===== src/rtl/player_input_ctrl.sv =====
// player_input_ctrl: conditions one player's raw buttons into the
// move_left/move_right/jump/move_enable controls consumed by player_move.
// Buttons are synchronised on every clk; everything else advances on SCEN ticks.
module player_input_ctrl #(
  parameter int unsigned DB_TICKS      = 4,
  parameter int unsigned JUMP_BUF      = 6,
  parameter int unsigned RECOVER_TICKS = 8
) (
  input  logic clk,
  input  logic reset,
  input  logic SCEN,
  input  logic btn_left,
  input  logic btn_right,
  input  logic btn_jump,
  input  logic attack_busy,
  input  logic jump_active,
  output logic move_left,
  output logic move_right,
  output logic jump,
  output logic move_enable
);

  localparam int unsigned DBW = $clog2(DB_TICKS + 1);
  localparam int unsigned JBW = $clog2(JUMP_BUF + 1);
  localparam int unsigned RCW = $clog2(RECOVER_TICKS + 1);

  typedef enum logic [1:0] {DIR_NONE, DIR_LEFT, DIR_RIGHT} dir_t;
  typedef enum logic [1:0] {ST_RUN, ST_LOCK, ST_REC} lock_t;

  // Button vectors are packed {jump, right, left}
  logic [2:0]          sync_q1, sync_q2;
  logic [2:0]          deb_q, deb_d;
  logic [2:0][DBW-1:0] db_cnt_q, db_cnt_d;
  logic [2:0]          rise, fall;

  dir_t                dir_q, dir_d;
  logic                pend_q, pend_d;
  logic [JBW-1:0]      jtmr_q, jtmr_d;
  logic                jump_d;

  lock_t               lock_q, lock_d;
  logic [RCW-1:0]      rcnt_q, rcnt_d;

  // Two-flop synchroniser for the raw buttons, clocked every cycle
  always_ff @(posedge clk) begin
    if (reset) begin
      sync_q1 <= '0;
      sync_q2 <= '0;
    end else begin
      sync_q1 <= {btn_jump, btn_right, btn_left};
      sync_q2 <= sync_q1;
    end
  end

  // Debounce, direction arbitration and jump buffering (next-tick values)
  always_comb begin
    deb_d    = deb_q;
    db_cnt_d = db_cnt_q;
    for (int unsigned i = 0; i < 3; i++) begin
      if (sync_q2[i] != deb_q[i]) begin
        // Flipping on the DB_TICKS-th differing tick equals "count reaches DB_TICKS, then clear"
        if (db_cnt_q[i] == DBW'(DB_TICKS - 1)) begin
          deb_d[i]    = ~deb_q[i];
          db_cnt_d[i] = '0;
        end else begin
          db_cnt_d[i] = db_cnt_q[i] + 1'b1;
        end
      end else begin
        db_cnt_d[i] = '0;
      end
    end
    rise = deb_d & ~deb_q;
    fall = ~deb_d & deb_q;

    // Release of the owning direction hands over first; a lone new press then overrides
    dir_d = dir_q;
    if (dir_q == DIR_LEFT && fall[0])
      dir_d = deb_d[1] ? DIR_RIGHT : DIR_NONE;
    if (dir_q == DIR_RIGHT && fall[1])
      dir_d = deb_d[0] ? DIR_LEFT : DIR_NONE;
    if (rise[0] && !rise[1])
      dir_d = DIR_LEFT;
    else if (rise[1] && !rise[0])
      dir_d = DIR_RIGHT;

    jump_d = 1'b0;
    pend_d = pend_q;
    jtmr_d = jtmr_q;
    if (rise[2]) begin
      if (!jump_active) begin
        jump_d = 1'b1;
        pend_d = 1'b0;
        jtmr_d = '0;
      end else begin
        pend_d = 1'b1;
        jtmr_d = JBW'(JUMP_BUF);
      end
    end else if (pend_q) begin
      if (!jump_active) begin
        jump_d = 1'b1;
        pend_d = 1'b0;
        jtmr_d = '0;
      end else if (jtmr_q <= JBW'(1)) begin
        pend_d = 1'b0;
        jtmr_d = '0;
      end else begin
        jtmr_d = jtmr_q - 1'b1;
      end
    end
  end

  // Post-attack lockout: next state and recovery count
  always_comb begin
    lock_d = lock_q;
    rcnt_d = rcnt_q;
    case (lock_q)
      ST_RUN: if (attack_busy) lock_d = ST_LOCK;
      ST_LOCK: begin
        if (!attack_busy) begin
          lock_d = ST_REC;
          rcnt_d = RCW'(RECOVER_TICKS);
        end
      end
      ST_REC: begin
        if (attack_busy) begin
          lock_d = ST_LOCK;
        end else begin
          rcnt_d = rcnt_q - 1'b1;
          if (rcnt_q == RCW'(1)) lock_d = ST_RUN;
        end
      end
      default: lock_d = ST_RUN;
    endcase
  end

  // Tick-rate state registers: debounce, direction, jump buffer, lockout FSM
  always_ff @(posedge clk) begin
    if (reset) begin
      deb_q    <= '0;
      db_cnt_q <= '0;
      dir_q    <= DIR_NONE;
      pend_q   <= 1'b0;
      jtmr_q   <= '0;
      lock_q   <= ST_RUN;
      rcnt_q   <= '0;
    end else if (SCEN) begin
      deb_q    <= deb_d;
      db_cnt_q <= db_cnt_d;
      dir_q    <= dir_d;
      pend_q   <= pend_d;
      jtmr_q   <= jtmr_d;
      lock_q   <= lock_d;
      rcnt_q   <= rcnt_d;
    end
  end

  // Registered outputs, updated on ticks and held in between
  always_ff @(posedge clk) begin
    if (reset) begin
      move_left   <= 1'b0;
      move_right  <= 1'b0;
      jump        <= 1'b0;
      move_enable <= 1'b0;
    end else if (SCEN) begin
      move_left   <= (dir_d == DIR_LEFT);
      move_right  <= (dir_d == DIR_RIGHT);
      jump        <= jump_d;
      move_enable <= (lock_d == ST_RUN);
    end
  end

endmodule


===== config.mk =====
export PLATFORM = sky130hd
export DESIGN_NAME = player_input_ctrl
export DESIGN_NICKNAME = d
export VERILOG_FILES = /design/src/rtl/player_input_ctrl.sv
export SDC_FILE = /design/constraint.sdc
export NUM_CORES = 1
export LEC_CHECK = 0
export ABC_AREA = 1
export CAP_MARGIN = 20
export CELL_PAD_IN_SITES_DETAIL_PLACEMENT = 1
export CELL_PAD_IN_SITES_GLOBAL_PLACEMENT = 2
export CORE_MARGIN = 2
export CORE_UTILIZATION = 30
export DETAILED_ROUTE_END_ITERATION = 12
export MAX_ROUTING_LAYER = met4
export PLACE_DENSITY = 0.83
export SLEW_MARGIN = 10
export SYNTH_ARGS = -nofsm -noshare
export SYNTH_HDL_FRONTEND = slang
export SYNTH_SLANG_ARGS = --single-unit

===== constraint.sdc =====
create_clock -name clk -period 1.5 [get_ports clk]
set_clock_uncertainty 0.1 [all_clocks]
set_input_delay 0.3 -clock clk [delete_from_list [all_inputs] [get_ports clk]]
set_output_delay 0.3 -clock clk [all_outputs]
set_load 0.05 [all_outputs]

==> impl_metrics.yaml <==
status:
  status: "completed"
timing:
  hold_viol_final: 0
  clock.fmax_ghz: 0.6742
  finalCritPeriodShare_pct: 98.88
  period_minus_slack_ns: 1.483
  slew_violations: 0
  maxSlewHeadroom_pct: 81.65
  rsz0062_at_grt: "yes"
  setup_violations: 0
  tightestPinTransition_ns: 0.2748
global_routing:
  grt_pass1_vias: 1429
  overflow: 0
  grt_pass1_wl_um: 6589
  antenna_found_initial: 0
  grt_max_degree: 16
  track_usage_pct: 14.01
floorplanning:
  fp.dieH_um: 78.54
  rows: 27
  die_w_um: 78.54
  start_util_pct: 30.64
  die_area_um2: 6168
  ios: 12
  coreArea_um2: 5439
finish:
  n_antenna_cell: 0
  layout_common_cells: "nand2_1, inv_1, dfxtp_1"
  mostFrequentLayoutCell: "nand2_1"
  post-route-util_pct: 40.30
  area_growth_pct: 31.53
  nNetsFinal: 273
  drive_gt1_share_pct: 25.19
worst_setup_path:
  critical_path_class: "reg -> reg"
  arrival_ns: 1.60
  worst_setup_path_start_kind: "flop"
  required_ns: 1.62
  r2r_setup_slack_ns: 0.02
  critPathCaptureType: "flop"
  path_max_fanout: 4
synth:
  yosys.area.top_type: "dfxtp_1"
  synth_cells: 228
  synth_top_area_share_pct: 40.84
  synth-seq-cells: 34
  synth_area_um2: 1667
  synthesis.nets: 243
  async_flop_share_pct: 0
  ys.warnings.count: 0
  ys_top_cells_by_area: "dfxtp_1, nand2_1, inv_1, a21oi_1, ha_1"
  yosysUniqueCellTypes: 28
  ys.flop_type: "dfxtp_1"
  ys_seq_area_share_pct: 40.84
  syn_area_per_cell_um2: 7.310
  synth_edf_count: 0
clocking:
  clkTransAtPathRegs_ns: 0.06
  cts.sinks: 34
  cts_root_buffer: "clkbuf_8"
  h-tree-depth: 2
  clockBufferDepth: 2
  cts_tree: "yes"
  cts_made_buffers: 5
  insertion_delay_ns: 0.28
route:
  drtIter0Drc: 41
  viasPerCell: 4.430
  ant_nets: 0
  wirelength_um: 3703
  drc: 0
  routedWlPerCell_um: 11.22
  drtPass1Iterations: 4
  vias: 1462
place:
  hpwl_um: 2754
  port_buffers: 11
  gp_congestion: 0.8759
hold_path:
  hold_path.class: "reg -> reg"
pwr:
  finalPower_mw: 1.784
  p_leak_nw: 0.8823
  ir_drop_uv: 491.8
  powerDensity_nw_per_um2: 813.9
run:
  drv_cap: 0
==> registers in the layout, summed over array words and instances, names as in the netlist <==
register     count
db_cnt_q         9
deb_q            3
dir_q            2
jtmr_q           3
jump             1
lock_q           2
move_enable      1
move_left        1
move_right       1
pend_q           1
rcnt_q           4
sync_q1          3
sync_q2          3
==> metrics by stage <==
step	area, um^2	TNS (ns)	instances	setup WS [ns]	hold slack, ns
after floorplan	1667	0	228	0.06832	0.2883
after global placement	2012	-1.453	322	-0.1226	0.2946
after detailed placement	2012	-1.849	322	-0.1529	0.2969
after CTS	2140	0	329	0.009407	0.3066
after global routing	2192	-0.4221	330	-0.1013	0.3264
final	2192	0	330	0.01682	0.3034
==> power by group <==
group,internal [mW],switching (mW)
logic,0.0889,0.110
registers,0.932,0.0229
clock network,0.311,0.319
==> worst max-delay path, cell delays in order (launching register included) <==
cell	delay (ns)
dfxtp_2	0.33
ha_2	0.17
inv_2	0.04
nor2_4	0.11
nand3_4	0.09
a21oi_4	0.19
inv_2	0.05
or2_1	0.21
a21oi_2	0.11
==> what timing repair did <==
action | 4_1_cts | 5_1_grt
setup buffers | 0 | 1
endpoints found under the hold margin | 0 | 0
resized for setup | 13 | 16
pin swaps | 5 | 4
hold buffers | 0 | 0
gates cloned | 0 | 0
endpoints found under the setup margin | 2 | 8
==> per-layer routing <==
layer / GRT usage (%) / up-vias / wire length, um
li1: - / 782 / -
met1: 18.98 / 658 / 1891
met2: 19.91 / 17 / 1643
met3: 4.023 / 5 / 113
met4: 4.737 / 0 / 55
met5: - / - / 0
==> worst paths after layout <==
kind	startpoint	endpoint	cells past startpoint
hold / removal	sync_q1[1]	sync_q2[1]	2
setup / recovery	db_cnt_q[6]	jump	8
hold reg to reg	sync_q1[1]	sync_q2[1]	2
setup reg to reg	db_cnt_q[6]	jump	8
==> cell type report <==
class	instances	area, um^2
clock buffer	5	68.82
clock inverter	2	10.01
fill	662	3247
inverter	35	132.6
multi-input combinational	152	909.6
sequential	34	688.2
tap	72	90.09
timing repair buffer	30	292.8
==> synthesized netlist by cell type (2+ instances only) <==
library cell / count
buf_1: 2
inv_1: 32
nand4_1: 4
a21oi_1: 21
ha_1: 7
dfxtp_1: 34
xor2_1: 5
buf_2: 3
nor2_1: 22
nand2_1: 49
nand3_1: 17
inv_2: 2
clkbuf_1: 2
o21ai_0: 7
a21oi_2: 4
a211oi_1: 4
nand2_2: 2
==> kinds of logic after synthesis <==
kind of cell             share of synthesized area, %
AND/OR/NAND/NOR                                 26.80
AO/OA/AOI/OAI                                   14.19
adder cells (fa/ha/maj)                         5.255
buffers and inverters                           9.760
XOR/XNOR                                        3.153
flip-flops                                      40.84
Note: power is estimated with default switching activity, not from simulation.
